===== src/rtl/adc_ctrl_pkg.sv =====
// Shared definitions for the ADC power-monitor controller.
package adc_ctrl_pkg;

  typedef enum logic [1:0] {
    IDLE      = 2'd0,
    WAIT_SYNC = 2'd1,
    ACCUM     = 2'd2
  } state_t;

  // Legal range of log2 window length.
  localparam int LEN_MIN = 4;
  localparam int LEN_MAX = 16;

  // Pull a requested log2 window length into [lo, hi].
  function automatic int unsigned clamp_len(input int unsigned len,
                                            input int unsigned lo,
                                            input int unsigned hi);
    if (len < lo) return lo;
    if (len > hi) return hi;
    return len;
  endfunction

endpackage


===== src/rtl/sum_sq_pipe.sv =====
// Square-and-accumulate datapath: square register, saturating window
// accumulator and publication of each finished window sum.
module sum_sq_pipe #(
  parameter int ADC_W = 8,
  parameter int ACC_W = 32
) (
  input  logic                    clk,
  input  logic                    rst_n,
  input  logic                    flush,
  input  logic                    in_vld,
  input  logic                    in_last,
  input  logic signed [ADC_W-1:0] in_data,
  output logic [ACC_W-1:0]        sum_out,
  output logic                    dump_valid,
  output logic [15:0]             dump_cnt,
  output logic                    sat_flag
);

  // Returns {overflow, value}; value pins at all-ones on overflow.
  function automatic logic [ACC_W:0] sat_add(input logic [ACC_W-1:0]   a,
                                             input logic [2*ADC_W-1:0] b);
    logic [ACC_W:0] w;
    w = {1'b0, a} + {{(ACC_W + 1 - 2*ADC_W){1'b0}}, b};
    if (w[ACC_W]) return {1'b1, {ACC_W{1'b1}}};
    return w;
  endfunction

  logic signed [2*ADC_W-1:0] d_ext;
  logic signed [2*ADC_W-1:0] prod;
  logic [2*ADC_W-1:0]        sq_p1;
  logic                      vld_p1;
  logic                      last_p1;
  logic [ACC_W-1:0]          acc_p2;
  logic                      sat_win_p2;
  logic [ACC_W:0]            add_p2;

  assign d_ext  = {{ADC_W{in_data[ADC_W-1]}}, in_data};
  assign prod   = d_ext * d_ext;
  assign add_p2 = sat_add(acc_p2, sq_p1);

  // ---- stage 1: square register ----
  // Control bits of the square stage.
  always_ff @(posedge clk or negedge rst_n) begin
    if (!rst_n) begin
      vld_p1  <= 1'b0;
      last_p1 <= 1'b0;
    end else begin
      vld_p1  <= in_vld;
      last_p1 <= in_vld && in_last;
    end
  end

  // Square of the accepted sample; always non-negative so stored unsigned.
  always_ff @(posedge clk) begin
    if (in_vld) sq_p1 <= prod;
  end

  // ---- stage 2: saturating accumulate and publish ----
  // Flush discards whatever square is in flight and restarts the window.
  always_ff @(posedge clk or negedge rst_n) begin
    if (!rst_n) begin
      acc_p2     <= '0;
      sat_win_p2 <= 1'b0;
      sum_out    <= '0;
      dump_valid <= 1'b0;
      dump_cnt   <= '0;
      sat_flag   <= 1'b0;
    end else begin
      dump_valid <= 1'b0;
      if (flush) begin
        acc_p2     <= '0;
        sat_win_p2 <= 1'b0;
      end else if (vld_p1) begin
        if (last_p1) begin
          sum_out    <= add_p2[ACC_W-1:0];
          sat_flag   <= sat_win_p2 | add_p2[ACC_W];
          dump_valid <= 1'b1;
          dump_cnt   <= dump_cnt + 16'd1;
          acc_p2     <= '0;
          sat_win_p2 <= 1'b0;
        end else begin
          acc_p2     <= add_p2[ACC_W-1:0];
          sat_win_p2 <= sat_win_p2 | add_p2[ACC_W];
        end
      end
    end
  end

endmodule


===== src/rtl/adc_sum_sq_ctrl.sv =====
// ADC power monitor sequencer: window FSM and valid-sample counter in front
// of the square/accumulate datapath.
module adc_sum_sq_ctrl #(
  parameter int ADC_W   = 8,
  parameter int ACC_W   = 32,
  parameter int LEN_W   = 5,
  parameter int LEN_MIN = adc_ctrl_pkg::LEN_MIN,
  parameter int LEN_MAX = adc_ctrl_pkg::LEN_MAX
) (
  input  logic                    user_clk,
  input  logic                    user_rst_n,
  input  logic                    adc_valid,
  input  logic signed [ADC_W-1:0] adc_data,
  input  logic                    sync_in,
  input  logic                    ctrl_en,
  input  logic                    ctrl_resync,
  input  logic [LEN_W-1:0]        acc_len,
  output logic [ACC_W-1:0]        user_data_in,
  output logic                    dump_valid,
  output logic [15:0]             dump_cnt,
  output logic                    sat_flag,
  output logic [1:0]              state_out
);

  localparam logic [LEN_MAX:0]   SPAN_ONE = {{LEN_MAX{1'b0}}, 1'b1};
  localparam logic [LEN_MAX-1:0] CNT_ONE  = {{(LEN_MAX-1){1'b0}}, 1'b1};

  adc_ctrl_pkg::state_t state, state_nxt;

  logic [LEN_W-1:0]   len_l;
  logic [LEN_W-1:0]   len_new;
  logic [LEN_W-1:0]   len_eff;
  logic [LEN_MAX-1:0] cnt;
  logic [LEN_MAX-1:0] cnt_eff;
  logic [LEN_MAX:0]   span;
  logic               start;
  logic               resync;
  logic               restart;
  logic               take;
  logic               is_last;
  logic               flush;

  assign len_new = LEN_W'(adc_ctrl_pkg::clamp_len(32'(acc_len), LEN_MIN, LEN_MAX));

  // A window (re)starts on sync in WAIT_SYNC, or on resync-enabled sync in ACCUM.
  assign start   = ctrl_en && (state == adc_ctrl_pkg::WAIT_SYNC) && sync_in;
  assign resync  = ctrl_en && (state == adc_ctrl_pkg::ACCUM) && ctrl_resync && sync_in;
  assign restart = start || resync;
  assign take    = ctrl_en && adc_valid && ((state == adc_ctrl_pkg::ACCUM) || start);

  // On a restart cycle the sample is judged against the fresh window.
  assign len_eff = restart ? len_new : len_l;
  assign cnt_eff = restart ? '0 : cnt;
  assign span    = (SPAN_ONE << len_eff) - SPAN_ONE;
  assign is_last = take && (cnt_eff == span[LEN_MAX-1:0]);
  assign flush   = !ctrl_en || restart;

  assign state_out = state;

  // State register.
  always_ff @(posedge user_clk or negedge user_rst_n) begin
    if (!user_rst_n) state <= adc_ctrl_pkg::IDLE;
    else             state <= state_nxt;
  end

  // Next-state decode; disable always wins.
  always_comb begin
    state_nxt = state;
    if (!ctrl_en) begin
      state_nxt = adc_ctrl_pkg::IDLE;
    end else begin
      case (state)
        adc_ctrl_pkg::IDLE:      state_nxt = adc_ctrl_pkg::WAIT_SYNC;
        adc_ctrl_pkg::WAIT_SYNC: if (sync_in) state_nxt = adc_ctrl_pkg::ACCUM;
        adc_ctrl_pkg::ACCUM:     state_nxt = adc_ctrl_pkg::ACCUM;
        default:                 state_nxt = adc_ctrl_pkg::IDLE;
      endcase
    end
  end

  // Valid-sample counter and latched window length.
  always_ff @(posedge user_clk or negedge user_rst_n) begin
    if (!user_rst_n) begin
      cnt   <= '0;
      len_l <= LEN_W'(LEN_MIN);
    end else begin
      if (!ctrl_en || ((state != adc_ctrl_pkg::ACCUM) && !start)) cnt <= '0;
      else if (take && !is_last)                                 cnt <= cnt_eff + CNT_ONE;
      else if (take || restart)                                  cnt <= '0;
      if (restart || is_last) len_l <= len_new;
    end
  end

  sum_sq_pipe #(
    .ADC_W (ADC_W),
    .ACC_W (ACC_W)
  ) u_pipe (
    .clk        (user_clk),
    .rst_n      (user_rst_n),
    .flush      (flush),
    .in_vld     (take),
    .in_last    (is_last),
    .in_data    (adc_data),
    .sum_out    (user_data_in),
    .dump_valid (dump_valid),
    .dump_cnt   (dump_cnt),
    .sat_flag   (sat_flag)
  );

endmodule


===== config.mk =====
export PLATFORM = sky130hd
export DESIGN_NAME = adc_sum_sq_ctrl
export DESIGN_NICKNAME = d
export VERILOG_FILES = /design/src/rtl/adc_ctrl_pkg.sv /design/src/rtl/sum_sq_pipe.sv /design/src/rtl/adc_sum_sq_ctrl.sv
export SDC_FILE = /design/constraint.sdc
export NUM_CORES = 1
export LEC_CHECK = 0
export CAP_MARGIN = 5
export CORE_MARGIN = 1
export CORE_UTILIZATION = 40
export CTS_CLUSTER_SIZE = 14
export DETAILED_ROUTE_END_ITERATION = 10
export GPL_ROUTABILITY_DRIVEN = 1
export SKIP_LAST_GASP = 1
export SLEW_MARGIN = 20
export SYNTH_ARGS = -nofsm -noshare
export SYNTH_HDL_FRONTEND = slang
export SYNTH_SLANG_ARGS = --single-unit

===== constraint.sdc =====
create_clock -name user_clk -period 4.5 [get_ports user_clk]
set_input_delay 0.9 -clock user_clk [delete_from_list [all_inputs] [get_ports user_clk]]
set_output_delay 0.9 -clock user_clk [all_outputs]
set_load 0.02 [all_outputs]

==> results of run 1 <==
-- logic make-up after synthesis --
family	Yosys count	synth area share [%]
buffers and inverters	134	5.64
flip-flops	123	33.8
multiplexers	6	0.777
XOR/XNOR	57	5.35
AO/OA/AOI/OAI	261	17.6
AND/OR/NAND/NOR	384	20.5
adder cells (fa/ha/maj)	94	16.4
-- worst max-delay path by stage --
stage | start | to | slack [ps] | depth (start not counted)
floorplan | adc_data[7] | u_pipe.sq_p1[14]$_DFFE_PP_ | -40 | 16
global placement | adc_data[1] | u_pipe.sq_p1[13]$_DFFE_PP_ | -700 | 14
detailed placement | adc_data[1] | u_pipe.sq_p1[13]$_DFFE_PP_ | -860 | 14
CTS | adc_data[2] | u_pipe.sq_p1[14]$_DFFE_PP_ | 1 | 14
global route | adc_data[3] | u_pipe.sq_p1[13]$_DFFE_PP_ | 5 | 19
finish | adc_data[3] | u_pipe.sq_p1[13]$_DFFE_PP_ | 160 | 19
-- metal layers --
metal | part of all wire, % | GRT usage [%] | routed length (um) | vias to the layer above
li1 | - | - | - | 3936
met2 | 46 | 30.8 | 10100 | 170
met3 | 3.6 | 3.33 | 799 | 31
met5 | 0 | 0 | 0 | -
met4 | 1.7 | 6.55 | 376 | 0
met1 | 49 | 26.9 | 10700 | 3857
-- worst register-to-register path: cells and delay by family (launching register included) --
| kind | cells | cell delay, ps |
|---|---|---|
| AOI/OAI and AO/OA | 6 | 1570 |
| muxes | 1 | 380 |
| DFF | 1 | 390 |
| and+or+nand+nor | 3 | 580 |
| adders and majority gates | 2 | 510 |
| buffers and inverters | 2 | 270 |
-- registers in the layout, indices dropped and copies added, names as in the netlist --
register           count
u_pipe.sq_p1          15
len_l                  5
u_pipe.sum_out        32
u_pipe.sat_win_p2      1
state_out              2
u_pipe.dump_valid      1
u_pipe.sat_flag        1
u_pipe.last_p1         1
u_pipe.dump_cnt       16
u_pipe.vld_p1          1
cnt                   16
u_pipe.acc_p2         32
-- power by group through the flow --
| stage | Combinational (mW) | Clock [mW] | Sequential [mW] |
|---|---|---|---|
| floorplan | 1.78 | 0 | 1.32 |
| global placement | 2.41 | 0 | 1.39 |
| detailed placement | 2.43 | 0 | 1.39 |
| CTS | 2.48 | 1.43 | 1.37 |
| global route | 2.91 | 1.49 | 1.39 |
| finish | 2.59 | 1.40 | 1.38 |
-- cells in the mapped netlist, types with 13 or more instances --
library cell	number	area, um^2
ha_1	47	588
inv_1	84	315
a21oi_1	55	275
nand3_1	34	170
nor2_1	66	248
dfrtp_1	107	2680
o21ai_0	99	495
and2_1	24	150
xor2_1	18	158
clkbuf_1	34	128
fa_1	47	941
nand2_1	120	450
nand2b_1	14	87.6
nor2b_1	13	81.3
nand4_1	20	125
xnor2_1	39	342
nor3_1	30	150
edfxtp_1	15	450
and3_1	22	138
-- area by class of cell --
class | count | share of cell area [%]
inverter | 85 | 2.76
tap | 313 | 3.39
timing repair buffer | 144 | 10.7
sequential | 123 | 27.3
clock inverter | 12 | 1.18
multi-input combinational | 802 | 50.6
clock buffer | 20 | 4.15
-- metrics by stage --
stage / hold WS (ps) / total power [mW] / cells / util (%)
after floorplan: 456 / 3.11 / 1059 / -
after global placement: 457 / 3.80 / 1462 / 47.6
after detailed placement: 455 / 3.83 / 1462 / 47.6
after CTS: 476 / 5.28 / 1495 / 50.4
after global routing: 500 / 5.78 / 1499 / 50.7
final: 470 / 5.37 / 1499 / 50.7
-- repair_timing --
action | 4_1_cts | 5_1_grt
endpoints found under the setup margin | 6 | 4
resized for setup | 24 | 33
pin swaps | 9 | 12
setup buffers | 1 | 4
endpoints found under the hold margin | 0 | 0
cloned | 0 | 0
==> results.sh, run 1 <==
export IMPL_status="complete, no violations"
export IMPL_mostFrequentLayoutCell="nand2_1"
export IMPL_worst_path_buf_inv=4
export IMPL_crit_chain="buf_2, and2_1, ha_4, a21oi_2, fa_1, inv_1, ha_1, inv_1, fa_1, inv_1, ha_1, a21o_1, a21oi_2, o21ai_2, a21oi_4, o21ai_2, a41oi_2, nor2b_4, xnor2_2"
export IMPL_seqPwrFrac_pct=25.6
export IMPL_finalSetupTns_ps=0
export IMPL_syn_avg_cell_area_um2=8.82
export IMPL_rows=55
export IMPL_fin_crit_sh_pct=96.5
export IMPL_fillers=2193
export IMPL_gp_congestion=0.886
export IMPL_synth_edff_count=15
export IMPL_vias_per_cell=5.33
export IMPL_chipWidth_um=155
export IMPL_power_static_leakage_nw=5.11
export IMPL_clock_root_buffer="clkbuf_16"
export IMPL_clk_latency_ps=420
export IMPL_maxSlewHeadroom_pct=46.7
export IMPL_required_ps=4660
export IMPL_cts_sinks=123
export IMPL_fin_skew_ps=9.47
export IMPL_grt_start_max_net_pins=48
export IMPL_drive_above_1_share_pct=14.4
export IMPL_endpoint_kind="flop"
export IMPL_hold_depth=1
export IMPL_cp_top_family="adder cells"
export IMPL_drt_iter0_drc=404
export IMPL_port_buffer_count=70
export IMPL_crit_path_max_fanout=8
export IMPL_final_cell_mix="nand2_1, dfrtp_1, o21ai_0"
export IMPL_synthDistinctLibCells=80
export IMPL_htree_levels=4
export IMPL_whs_endpoint="u_pipe.dump_cnt[15]$_DFFE_PN0P_"
export IMPL_core_um2=22800
export IMPL_start_util_pct=41.0
export IMPL_finalHoldViolCount=0
export IMPL_swShare_pct=37.0
export IMPL_fmax_mhz=230
export IMPL_die_h_um=155
export IMPL_synth_seq_cells=123
export IMPL_area_growth_pct=23.8
export IMPL_ys_warn_count=0
export IMPL_hp_start="u_pipe.dump_cnt[15]$_DFFE_PN0P_"
export IMPL_peakVddDrop_uv=232
export IMPL_grt_use_total_pct=19.4
export IMPL_critPathKind="input port to flop"
export IMPL_wl_per_cell_um=14.7
export IMPL_diodes=0
export IMPL_min_period_ps=4340
export IMPL_ant_nets=0
export IMPL_syn_inst=1059
export IMPL_slew_violations=0
export IMPL_clockPowerShare_pct=26.1
export IMPL_ys_flop_type="dfrtp_1"
export IMPL_crit_arrival_ps=4500
export IMPL_grt_pass1_wl_um=37500
export IMPL_dpl_instance_area_um2=10800
export IMPL_p_sw_mw=1.98
export IMPL_ios=71
export IMPL_cts_hold_buf=0
export IMPL_maxCapViolCount=0
export IMPL_ff2ff_setup_slack_ps=740
export IMPL_seqCellArea_um2=3150
export IMPL_multiInputGateArea_um2=5840
export IMPL_dieArea_um2=24000
export IMPL_cts_buffers_inserted=17
export IMPL_dp_hpwl_um=16400
export IMPL_hp_class="flop to flop"
export IMPL_intPower_mw=3.38
export IMPL_finalNetCount=1286
export IMPL_reg2regPathDepth=14
export IMPL_crit_top_cell="inv_1"
export IMPL_rsz0062_at_grt="false"
export IMPL_syn_nets=1172
export IMPL_slowest_stage="fa_1"
export IMPL_clk_path_buf_depth=2
export IMPL_syn_area_um2=9340
export IMPL_drcViolationCount=0
export IMPL_setup_viol=0
export IMPL_reg2reg_to="len_l[3]$_DFFE_PN0P_"
export IMPL_wl_um=22000
export IMPL_slowest_delay_ps=550
export IMPL_worst_setup_path_start_kind="input port"
export IMPL_power_density_nw_per_um2=464
export IMPL_num_vias=7994
export IMPL_drtPass1Iterations=4
export IMPL_finalInstanceArea_um2=11600
export IMPL_tightestPinTransition_ps=794
export IMPL_gr_total_overflow=0
export IMPL_ys_seq_area_share_pct=33.8
export IMPL_r2r_start="state_out[0]$_DFFE_PN0P_"
export IMPL_path_clk_slew_ps=60
export IMPL_antenna_found_initial=0
export IMPL_grt_pass1_vias=7682
export IMPL_place_ws_ps=-855
export IMPL_synthArstFlopShare_pct=87.8
export IMPL_cts_tree="built"
export IMPL_setup_slack_ps=159
export IMPL_combPwrFrac_pct=48.3
Power figures use the tool's default switching activity.
==> inputs of run 2 (changes only) <==
--- a/config.mk
+++ b/config.mk
@@ -7,10 +7,12 @@
 export LEC_CHECK = 0
 export CAP_MARGIN = 5
 export CORE_MARGIN = 1
-export CORE_UTILIZATION = 40
+export CORE_UTILIZATION = 55
 export CTS_CLUSTER_SIZE = 14
 export DETAILED_ROUTE_END_ITERATION = 10
 export GPL_ROUTABILITY_DRIVEN = 1
+export GPL_TIMING_DRIVEN = 0
+export PLACE_DENSITY = 0.76
 export SKIP_LAST_GASP = 1
 export SLEW_MARGIN = 20
 export SYNTH_ARGS = -nofsm -noshare
==> run 2 against run 1 <==
  * Worst setup slack lost 47 ps
  * Die area shrank 27%
  * Sequential power shrank 5%
  * Maximum frequency shrank 1.1%
  * Core utilization grew 18 points
  * Worst hold slack lost 10 ps
  * Clock-buffer cell count shrank 1
  * First-iteration DRC count grew 68%
  * Clock skew shrank 1.5 ps
==> results.sh, run 2 (synthesis results as in run 1) <==
export IMPL_hold_slack_ps=460
export IMPL_ff2ff_setup_slack_ps=300
export IMPL_grt_pass1_wl_um=39400
export IMPL_swShare_pct=39.5
export IMPL_grt_use_total_pct=28.0
export IMPL_diodes=0
export IMPL_die_h_um=132
export IMPL_dp_hpwl_um=17100
export IMPL_min_period_ps=4390
export IMPL_top_usage_layer="met2"
export IMPL_core_um2=16600
export IMPL_peakVddDrop_uv=348
export IMPL_finalNetCount=1269
export IMPL_grtUsageMet3_pct=4.73
export IMPL_combPwrFrac_pct=51.3
export IMPL_clockPowerShare_pct=24.7
export IMPL_top_regs="u_pipe.acc_p2 (32), u_pipe.sum_out (32)"
export IMPL_post_route_util_pct=68.3
export IMPL_final_cell_mix="nand2_1, dfrtp_1, o21ai_0"
export IMPL_fmax_mhz=228
export IMPL_cts_tree="built"
export IMPL_worst_setup_path_start_kind="input port"
export IMPL_clock_root_buffer="clkbuf_16"
export IMPL_setup_viol=0
export IMPL_htree_levels=4
export IMPL_rsz0062_at_grt="true"
export IMPL_clk_path_buf_depth=2
export IMPL_grtUsageMet2_pct=46.5
export IMPL_crit_path_max_fanout=8
export IMPL_num_vias=8349
export IMPL_gp_congestion=0.943
export IMPL_cts_sinks=123
export IMPL_slew_violations=0
export IMPL_rows=47
export IMPL_gr_total_overflow=0
export IMPL_finalHoldViolCount=0
export IMPL_intPower_mw=3.29
export IMPL_cts_buffers_inserted=17
export IMPL_power_density_nw_per_um2=480
export IMPL_seqPwrFrac_pct=24.0
export IMPL_area_growth_pct=21.4
export IMPL_chipWidth_um=132
export IMPL_start_util_pct=56.3
export IMPL_crit_arrival_ps=4550
export IMPL_drtPass1Iterations=5
export IMPL_dieArea_um2=17500
export IMPL_grt_pass1_vias=8112
export IMPL_dp_cells=1347
export IMPL_fin_skew_ps=8.00
export IMPL_drive_above_1_share_pct=12.2
export IMPL_fin_crit_sh_pct=97.5
export IMPL_required_ps=4660
export IMPL_tightestPinTransition_ps=867
export IMPL_status="complete, no violations"
export IMPL_vias_per_cell=6.01
export IMPL_grt_use_met1_pct=36.9
export IMPL_port_buffer_count=67
export IMPL_maxSlewHeadroom_pct=41.9
export IMPL_drcViolationCount=0
export IMPL_p_sw_mw=2.15
export IMPL_cts_hold_buf=0
export IMPL_ant_nets=0
export IMPL_final_cells=1389
export IMPL_critPathKind="input port to flop"
export IMPL_mostFrequentLayoutCell="nand2_1"
export IMPL_maxCapViolCount=0
export IMPL_grt_start_max_net_pins=65
export IMPL_finalSetupTns_ps=0
export IMPL_ios=71
export IMPL_hp_class="input port to async pin"
export IMPL_endpoint_kind="flop"
export IMPL_drt_iter0_drc=677
export IMPL_clk_latency_ps=430
export IMPL_wl_um=23500
export IMPL_wl_per_cell_um=16.9
export IMPL_power_static_leakage_nw=4.93
export IMPL_path_clk_slew_ps=60
export IMPL_antenna_found_initial=0
-- run 2: cell types whose count changed in the layout (fill, tap and decap cells not counted), sizes merged --
cell,before,now
inv,85,89
clkinvlp,3,2
buf,80,37
bufinv,2,1
clkdlybuf4s50,61,60
clkbuf,23,49
clkinv,7,6
-- run 2: power groups by stage --
stage	Sequential (mW)	Clock, mW	Combinational, mW
after floorplan	1.32	0	1.78
after global placement	1.32	0	2.26
after detailed placement	1.33	0	2.31
after CTS	1.31	1.36	2.40
after global routing	1.31	1.42	3.06
final	1.31	1.35	2.79
-- run 2: worst paths after layout --
path	endpoint	cells past startpoint	start
min in group user_clk	u_pipe.dump_cnt[15]$_DFFE_PN0P_	1	u_pipe.dump_cnt[15]$_DFFE_PN0P_
hold / removal	u_pipe.acc_p2[26]$_DFFE_PN0P_	1	user_rst_n
setup reg to reg	cnt[15]$_DFFE_PN0P_	19	state_out[0]$_DFFE_PN0P_
max in group asynchronous	len_l[2]$_DFFE_PN1P_	2	user_rst_n
hold reg to reg	u_pipe.dump_cnt[15]$_DFFE_PN0P_	1	u_pipe.dump_cnt[15]$_DFFE_PN0P_
setup / recovery	u_pipe.sq_p1[15]$_DFFE_PP_	17	adc_data[7]
-- run 2: final cells by class --
| class | instances | area [um^2] |
|---|---|---|
| timing repair buffer | 78 | 773 |
| clock buffer | 19 | 454 |
| sequential | 123 | 3150 |
| fill | 1335 | 5250 |
| tap | 220 | 275 |
| buffer | 49 | 268 |
| inverter | 85 | 319 |
| multi-input combinational | 802 | 5960 |
| clock inverter | 13 | 131 |
-- run 2: per-layer routing --
metal  vias to the layer above  routed length [um]
met5                         -                   0
met3                        71                1370
met4                         0                 643
met1                      4027               10200
li1                       3922                   -
met2                       329               11300
-- run 2: repair_timing --
item / 4_1_cts / 5_1_grt
buffers inserted: 2 / 8
endpoints found under the setup margin: 28 / 26
gates resized for setup: 49 / 64
pin swaps: 14 / 24
-- run 2: through the flow --
stage,cell area [um^2],setup WS [ps],power (mW)
2_1_floorplan,9440,-40.6,3.11
4_1_cts,11000,-14.3,5.07
3_3_place_gp,10400,-1630,3.59
6_report,11300,112,5.45
5_1_grt,11300,-93.4,5.79
3_5_place_dp,10400,-1340,3.63
-- run 2: critical path, stage by stage --
cell	delay [ps]
buf_12	110
buf_8	120
and2_4	140
fa_1	460
fa_1	540
inv_2	40
fa_1	500
inv_1	50
fa_1	470
ha_4	310
inv_2	30
o21ai_2	120
a21oi_2	80
o21ai_2	180
a41oi_2	180
a21oi_2	220
xnor2_2	100
